## config.mk

```make
export PLATFORM = sky130hd
export DESIGN_NAME = spi_mem_sequencer
export DESIGN_NICKNAME = d
export VERILOG_FILES = /design/src/rtl/spi_mem_sequencer.sv
export SDC_FILE = /design/constraint.sdc
export NUM_CORES = 1
export LEC_CHECK = 0
export BUFFER_PORTS_ARGS = -buffer_cell sky130_fd_sc_hd__buf_2
export CAP_MARGIN = 20
export CORE_MARGIN = 2
export CORE_UTILIZATION = 35
export CTS_BUF_LIST = sky130_fd_sc_hd__clkbuf_4
export CTS_CLUSTER_DIAMETER = 120
export DETAILED_ROUTE_END_ITERATION = 6
export RECOVER_POWER = 100
export SETUP_SLACK_MARGIN = 0.15
export SLEW_MARGIN = 40
export SYNTH_ARGS = -nofsm -noshare
export SYNTH_HDL_FRONTEND = slang
export SYNTH_SLANG_ARGS = --single-unit
```

## constraint.sdc

```tcl
create_clock -name clk -period 1.7 [get_ports clk]
set_input_delay 0.085 -clock clk [delete_from_list [all_inputs] [get_ports clk]]
set_output_delay 0.085 -clock clk [all_outputs]
set_load 0.02 [all_outputs]
```

## src/rtl/spi_mem_sequencer.sv

```systemverilog
// spi_mem_sequencer
//   Sits between an SPI slave's 10-bit receive stream and a single-port
//   synchronous byte RAM. Each received word is decoded by bits [9:8]:
//     00 set write address, 01 write data, 10 set read address, 11 read.
//   Generates one-cycle RAM write/read strobes, returns read bytes through a
//   level tx_data/tx_valid handshake and counts protocol errors.
// Ports:
//   clk, rst_n        clock, asynchronous active-low reset
//   ss_n              SPI slave select (active-low, same clock domain)
//   rx_data/rx_valid  received word and its valid level
//   tx_data/tx_valid  read byte back to the slave, held until ss_n rises
//   mem_*             RAM write/read strobes, address, write and read data
//   cmd_err/err_cnt   one-cycle error pulse and saturating error count
//   busy              high whenever the sequencer is not idle
module spi_mem_sequencer #(
  parameter int ADDR_SIZE  = 8,
  parameter int RD_LATENCY = 1,
  parameter int AUTO_INC   = 1
) (
  input  logic                 clk,
  input  logic                 rst_n,
  input  logic                 ss_n,
  input  logic [9:0]           rx_data,
  input  logic                 rx_valid,
  output logic [7:0]           tx_data,
  output logic                 tx_valid,
  output logic                 mem_we,
  output logic                 mem_re,
  output logic [ADDR_SIZE-1:0] mem_addr,
  output logic [7:0]           mem_wdata,
  input  logic [7:0]           mem_rdata,
  output logic                 cmd_err,
  output logic [7:0]           err_cnt,
  output logic                 busy
);

  typedef enum logic [2:0] {
    S_IDLE, S_WR_MEM, S_RD_ISSUE, S_RD_WAIT, S_TX_HOLD
  } state_t;

  state_t                 state_q, state_d;
  logic                   rx_valid_q;
  logic [ADDR_SIZE-1:0]   wr_addr_q, wr_addr_d;
  logic [ADDR_SIZE-1:0]   rd_addr_q, rd_addr_d;
  logic                   wr_addr_vld_q, wr_addr_vld_d;
  logic                   rd_addr_vld_q, rd_addr_vld_d;
  logic [1:0]             lat_q, lat_d;
  logic [7:0]             tx_data_q, tx_data_d;
  logic                   tx_valid_q, tx_valid_d;
  logic                   mem_we_q, mem_we_d;
  logic                   mem_re_q, mem_re_d;
  logic [ADDR_SIZE-1:0]   mem_addr_q, mem_addr_d;
  logic [7:0]             mem_wdata_q, mem_wdata_d;
  logic                   cmd_err_q, cmd_err_d;
  logic [7:0]             err_cnt_q, err_cnt_d;
  logic                   busy_q;

  logic                   rx_rise;
  logic                   err;

  function automatic logic [7:0] sat_inc(input logic [7:0] v);
    return (v == 8'hFF) ? v : v + 8'd1;
  endfunction

  assign rx_rise = rx_valid & ~rx_valid_q;

  always_comb begin
    state_d       = state_q;
    wr_addr_d     = wr_addr_q;
    rd_addr_d     = rd_addr_q;
    wr_addr_vld_d = wr_addr_vld_q;
    rd_addr_vld_d = rd_addr_vld_q;
    lat_d         = lat_q;
    tx_data_d     = tx_data_q;
    tx_valid_d    = tx_valid_q;
    mem_we_d      = 1'b0;
    mem_re_d      = 1'b0;
    mem_addr_d    = '0;
    mem_wdata_d   = 8'h00;
    err           = 1'b0;

    case (state_q)
      S_IDLE: begin
        if (rx_rise) begin
          case (rx_data[9:8])
            2'b00: begin
              wr_addr_d     = rx_data[ADDR_SIZE-1:0];
              wr_addr_vld_d = 1'b1;
            end
            2'b01: begin
              if (wr_addr_vld_q) begin
                state_d     = S_WR_MEM;
                mem_we_d    = 1'b1;
                mem_addr_d  = wr_addr_q;
                mem_wdata_d = rx_data[7:0];
              end else begin
                err = 1'b1;
              end
            end
            2'b10: begin
              rd_addr_d     = rx_data[ADDR_SIZE-1:0];
              rd_addr_vld_d = 1'b1;
            end
            default: begin
              if (rd_addr_vld_q) begin
                state_d    = S_RD_ISSUE;
                mem_re_d   = 1'b1;
                mem_addr_d = rd_addr_q;
              end else begin
                err = 1'b1;
              end
            end
          endcase
        end
      end
      S_WR_MEM: begin
        if (AUTO_INC != 0) wr_addr_d = wr_addr_q + 1'b1;
        state_d = S_IDLE;
      end
      S_RD_ISSUE: begin
        // The address is consumed by the read whether or not it completes.
        rd_addr_vld_d = 1'b0;
        lat_d         = 2'(RD_LATENCY - 1);
        state_d       = ss_n ? S_IDLE : S_RD_WAIT;
      end
      S_RD_WAIT: begin
        // Abort wins over capture so no tx_valid is raised once ss_n rises.
        if (ss_n) begin
          state_d = S_IDLE;
        end else if (lat_q == 2'd0) begin
          tx_data_d  = mem_rdata;
          tx_valid_d = 1'b1;
          state_d    = S_TX_HOLD;
        end else begin
          lat_d = lat_q - 2'd1;
        end
      end
      S_TX_HOLD: begin
        if (ss_n) begin
          tx_valid_d = 1'b0;
          state_d    = S_IDLE;
        end
      end
      default: state_d = S_IDLE;
    endcase

    // Any new word arriving while a transaction is in flight is dropped.
    if (rx_rise && state_q != S_IDLE) err = 1'b1;

    cmd_err_d = err;
    err_cnt_d = err ? sat_inc(err_cnt_q) : err_cnt_q;
  end

  always_ff @(posedge clk or negedge rst_n) begin
    if (!rst_n) begin
      state_q       <= S_IDLE;
      rx_valid_q    <= 1'b0;
      wr_addr_q     <= '0;
      rd_addr_q     <= '0;
      wr_addr_vld_q <= 1'b0;
      rd_addr_vld_q <= 1'b0;
      lat_q         <= 2'd0;
      tx_data_q     <= 8'h00;
      tx_valid_q    <= 1'b0;
      mem_we_q      <= 1'b0;
      mem_re_q      <= 1'b0;
      mem_addr_q    <= '0;
      mem_wdata_q   <= 8'h00;
      cmd_err_q     <= 1'b0;
      err_cnt_q     <= 8'h00;
      busy_q        <= 1'b0;
    end else begin
      state_q       <= state_d;
      rx_valid_q    <= rx_valid;
      wr_addr_q     <= wr_addr_d;
      rd_addr_q     <= rd_addr_d;
      wr_addr_vld_q <= wr_addr_vld_d;
      rd_addr_vld_q <= rd_addr_vld_d;
      lat_q         <= lat_d;
      tx_data_q     <= tx_data_d;
      tx_valid_q    <= tx_valid_d;
      mem_we_q      <= mem_we_d;
      mem_re_q      <= mem_re_d;
      mem_addr_q    <= mem_addr_d;
      mem_wdata_q   <= mem_wdata_d;
      cmd_err_q     <= cmd_err_d;
      err_cnt_q     <= err_cnt_d;
      busy_q        <= (state_d != S_IDLE);
    end
  end

  assign tx_data   = tx_data_q;
  assign tx_valid  = tx_valid_q;
  assign mem_we    = mem_we_q;
  assign mem_re    = mem_re_q;
  assign mem_addr  = mem_addr_q;
  assign mem_wdata = mem_wdata_q;
  assign cmd_err   = cmd_err_q;
  assign err_cnt   = err_cnt_q;
  assign busy      = busy_q;

endmodule

```

## After elaboration in Yosys (flattened, before gate mapping)

Cells that the tools add are included.

- Multiplexer cells: 45
- $add $sub $neg: 3
- Bitwise operators: 4
- Equality and inequality tests: 14
- Reduce and logical (&&, ||, !) cells: 20

Operators with widths:

| cell | number |
|---|---|
| 8-bit two-way mux | 10 |
| 8-bit one-hot mux with 2 select lines | 2 |
| 1-bit two-way mux | 18 |
| 3-bit two-way mux | 6 |
| 3-bit AND reduction | 6 |
| 8-bit by 1-bit adder with 8-bit output (second input constant) | 2 |
| 3-bit one-hot mux with 4 select lines | 1 |
| 2-bit inequality test (second input constant) | 5 |
| 8-bit equality test (second input constant) | 1 |
| 2-bit nonzero test | 4 |
| 3-bit by 2-bit equality test with 1-bit output (second input constant) | 2 |
| 2-bit two-way mux | 3 |
| 1-bit one-hot mux with 2 select lines | 3 |
| 3-bit one-hot mux with 2 select lines | 1 |
| 3-bit nonzero test | 2 |
| 2-bit zero test | 2 |
| 2-bit by 1-bit inequality test with 1-bit output (second input constant) | 2 |
| 2-bit one-hot mux with 2 select lines | 1 |
| 4-bit AND reduction | 1 |
| 3-bit by 1-bit equality test with 1-bit output (second input constant) | 1 |
| 3-bit equality test (second input constant) | 1 |
| 3-bit zero test | 1 |
| 1-bit NOT | 3 |
| 3-bit OR reduction | 1 |
| other kinds (7) | 7 |

- Word-level logic and storage cells: 102
- Output and inout bits: 37
- Bits in registers: 61
- Input bits: 22

## Depth between registers and ports, before layout

- Depth in word-level cells: 7
- Gate-level depth with buffers: 6
- Mapped depth without buffers: 5

## Worst setup path before layout

No wires, ideal clock.

- Path type: register to register
- From: register err_cnt_q[0], in the netlist err_cnt[0]
- To: register err_cnt_q[1], in the netlist err_cnt[1]
- Setup time: 125 ps
- Required time: 1575 ps
- Slack: 52 ps
- Stages on the path, launching flop included: 6
- Path buffers: 0
- Arrival time: 1523 ps
- Cell sequence: dfrtp_1 > ha_1 > nand2_1 > nor3_2 > nor2_1 > mux2_2

- Longest elaborated chain between the ends: 3
- Elaborated cells between the ends (all ways): 4

Ends and longest elaborated chain:

| element | RTL line | source |
|---|---|---|
| from (decl) | 55 | `logic [7:0] err_cnt_q, err_cnt_d;` |
| from (signal assigned) | 187 | `err_cnt_q <= err_cnt_d;` |
| branches (longest 3 deep; another with 8-bit by 1-bit adder with 8-bit output) | -- |  |

Several ways; the timed one is not identified.
A chain may end at the register's enable or synchronous reset.

## Worst setup path in the final report

- From: register rd_addr_vld_q
- To: register err_cnt_q[4], in the netlist err_cnt[4]

- Longest elaborated chain between the ends: 6

Ends and longest elaborated chain:

| element | RTL line | source |
|---|---|---|
| from (decl) | 46 | `logic rd_addr_vld_q, rd_addr_vld_d;` |
| from (signal assigned) | 178 | `rd_addr_vld_q <= rd_addr_vld_d;` |
| 1-bit two-way mux | 105 | `if (rd_addr_vld_q) begin` |
| 1-bit one-hot mux with 2 select lines | 85 | `case (rx_data[9:8])` |
| 1-bit two-way mux | 84 | `if (rx_rise) begin` |
| 1-bit two-way mux | 82 | `case (state_q)` |
| 1-bit two-way mux | 148 | `if (rx_rise && state_q != S_IDLE) err = 1'b1;` |
| 2-bit AND reduction (no line) | -- |  |

Every way passes these cells.

==> out/qor.txt <==
Max Freq -> 638 MHz
Mapped Nets -> 243
post-DP HPWL -> 3480 µm
Worst Path Required -> 2030 ps
ranking of synthesized cells by area -> dfrtp_1 58%, mux2_2 7.3%, a22o_1 3.3%
area grow syn2layout -> 30.3%
Max VDD drop -> 380 µV
Fin. Hold Viols -> 0
global route overflow -> 0
Final ANT Viol Nets -> 0
RSZ-0062 raised after global routing -> yes
maximum capacitance violations -> 0
share of layout cells above drive strength 1 -> 24.4%
YS warnings -> 0
Finish-stage setup viols -> 0
DRC Markers -> 0
HP Class -> input pin to flip-flop
transition time of the tightest slew-check pin -> 797 ps
PortBufs -> 58
CTS Buf Count -> 9
crit-path max FO -> 7
vias per cell -> 4.74
Critical Path End Type -> flip-flop
fin nets -> 340
cell with the most instances after synthesis -> dfrtp_1
Global Route Usage Sum -> 14.0%
row cnt -> 31
Most used DFF post-synth -> dfrtp_1
top cell type's share of synthesized area -> 58.0%
total power -> 4.01 mW
top cells by count, synth -> 61 x dfrtp_1, 17 x mux2_2, 14 x a21oi_1
fraction of registers with async set/reset -> 100%
Starting Density -> 36.3%
Antenna Cells -> 0
Mapped Cells -> 218
Max clock buf depth -> 2
die width -> 90.7 µm
leakage power -> 1.55 nW
fin. max-slew vios -> 0
setup TNS -> 0 ps
Worst-path clk slew -> 100 ps
register area share after synthesis -> 58.0%
total number of vias -> 1984
status -> complete, no violations
Post-synth EDFFs -> 0
Relative slew margins -> 46.9%
Finished Cell Area -> 3430 µm²
Die Span Y -> 90.7 µm
Worst Path Arrival -> 1900 ps
initial antenna violation count -> 0
Clk Latency, worst-skew pair -> 400 ps
routability cong. -> 0.712
Avg Cell Area, Syn -> 12.1 µm²
Yosys cell types -> 38
Iter 0 DRT Violations -> 80
Yosys reg bits -> 61
Min Clock Period, post-route -> 1570 ps
Tcrit/Tclk final -> 92.2%
cell accounting for the most synthesized area -> dfrtp_1
CTS Root Cell -> clkbuf_4
Initial DRT Pass Iterations -> 4
DP Area -> 3120 µm²
CTS tree -> built
Mapped Area -> 2630 µm²
pwr/cell area -> 1170 nW/µm²
number of global-route vias before repair -> 1913
startpoint types -> flip-flop
wire per inst -> 12.6 µm
largest net degree at the start of global routing -> 62
clock skew -> 14.5 ps
Slowest-stage cell, CP -> nor4b_1
clock sinks -> 61
Die Area -> 8230 µm²
htree depth -> 3
first-pass GRT wire length -> 8960 µm
worst-path cell chain -> mux2_4, a2bb2oi_4, nor4b_1, xor2_1
# IOs -> 59
total core area -> 7250 µm²
crit path kind -> flip-flop to flip-flop
WL final -> 5290 µm
CP peak stage delay -> 430 ps
-- worst paths after layout --
check / startpoint / depth (start not counted) / to / slack, ps
worst max-delay path: rd_addr_vld_q / 4 / err_cnt[4] / 130
worst min-delay path: rx_data[9] / 3 / state_q[1] / 40
worst max register to register: rd_addr_vld_q / 4 / err_cnt[4] / 130
worst min register to register: rd_addr_q[4] / 1 / mem_addr[4] / 490
max in group asynchronous: rst_n / 3 / state_q[2] / 720
min in group asynchronous: rst_n / 3 / tx_data[5] / 430
-- registers in the layout (all words and copies together) (netlist names) --
register	flops
tx_valid	1
mem_re	1
wr_addr_vld_q	1
rx_valid_q	1
rd_addr_q	8
tx_data	8
mem_we	1
cmd_err	1
mem_addr	8
wr_addr_q	8
lat_q	2
state_q	3
rd_addr_vld_q	1
err_cnt	8
mem_wdata	8
busy	1
-- cells by family (layout without fill, tap and decap cells) --
logic type,after synthesis,after routing,synth area share (%)
buffers and inverters,13,115,2.66
muxes,18,18,7.84
xor gates and xnor gates,5,5,1.66
adders and majority gates,3,3,1.43
AOI/OAI and AO/OA,50,50,13.0
and+or+nand+nor,68,68,15.4
DFF,61,61,58.0
-- worst max-delay path: cells and delay by family, from the launching register on --
kind / cells / cell delay (ps)
compound gates: 1 / 200
simple gates: 1 / 430
flops: 1 / 420
xor+xnor: 1 / 180
mux: 1 / 280
-- power breakdown --
group | switching, mW | leakage, nW | total [mW] | internal (mW)
Clock | 0.505 | 0.0852 | 1.10 | 0.599
Sequential | 0.246 | 0.775 | 1.96 | 1.72
Combinational | 0.503 | 0.695 | 0.942 | 0.438
-- cell usage in the layout, fill, tap and decap left out, drive strengths merged, types with 3 or more instances in the layout --
cell	netlist	routed
ha	3	3
and2	8	8
and3	4	4
dfrtp	61	61
nand2b	5	5
buf	7	31
xor2	5	5
nand3	11	11
clkinv	0	4
mux2	18	18
a2bb2oi	4	4
dlygate4sd3	0	20
nor3	5	5
nand2	12	12
nor2	8	8
a22o	10	10
clkbuf	0	52
nor4	3	3
o21ai	11	11
or3	3	3
inv	6	6
o21a	3	3
a21oi	14	14
-- layer usage --
layer | GRT usage [%] | up-vias | share of wire, %
met1 | 17.8 | 951 | 46
li1 | - | 992 | -
met3 | 4.01 | 9 | 3.5
met5 | 0 | - | 0
met4 | 7.69 | 0 | 2.1
met2 | 21.6 | 32 | 48
-- cell type report --
cell class,count,area [µm²]
Fill cell,694,3820
Sequential cell,61,1530
Multi-Input combinational cell,144,1040
Timing Repair Buffer,93,558
Tap cell,99,124
Clock inverter,6,77.6
Clock buffer,10,75.1
Inverter,6,22.5
-- per-stage QoR --
stage / instances / util [%] / hold WS, ps / setup slack, ps
6_report: 419 / 47.3 / 42.7 / 132
5_1_grt: 419 / 47.3 / 49.1 / 52.9
4_1_cts: 416 / 48.3 / 17.5 / 156
3_5_place_dp: 379 / 43.0 / 120 / 104
3_3_place_gp: 379 / 43.0 / 120 / 116
2_1_floorplan: 218 / - / -211 / 180
-- timing repair --
action	CTS	global route
hold buffers	20	0
setup buffers	1	3
hold endpoints to repair	89	0
gates resized for setup	4	4
pin swaps	1	2
gates cloned	0	0
setup endpoints to repair	17	40
No activity file was read; power rests on OpenSTA's default activity.
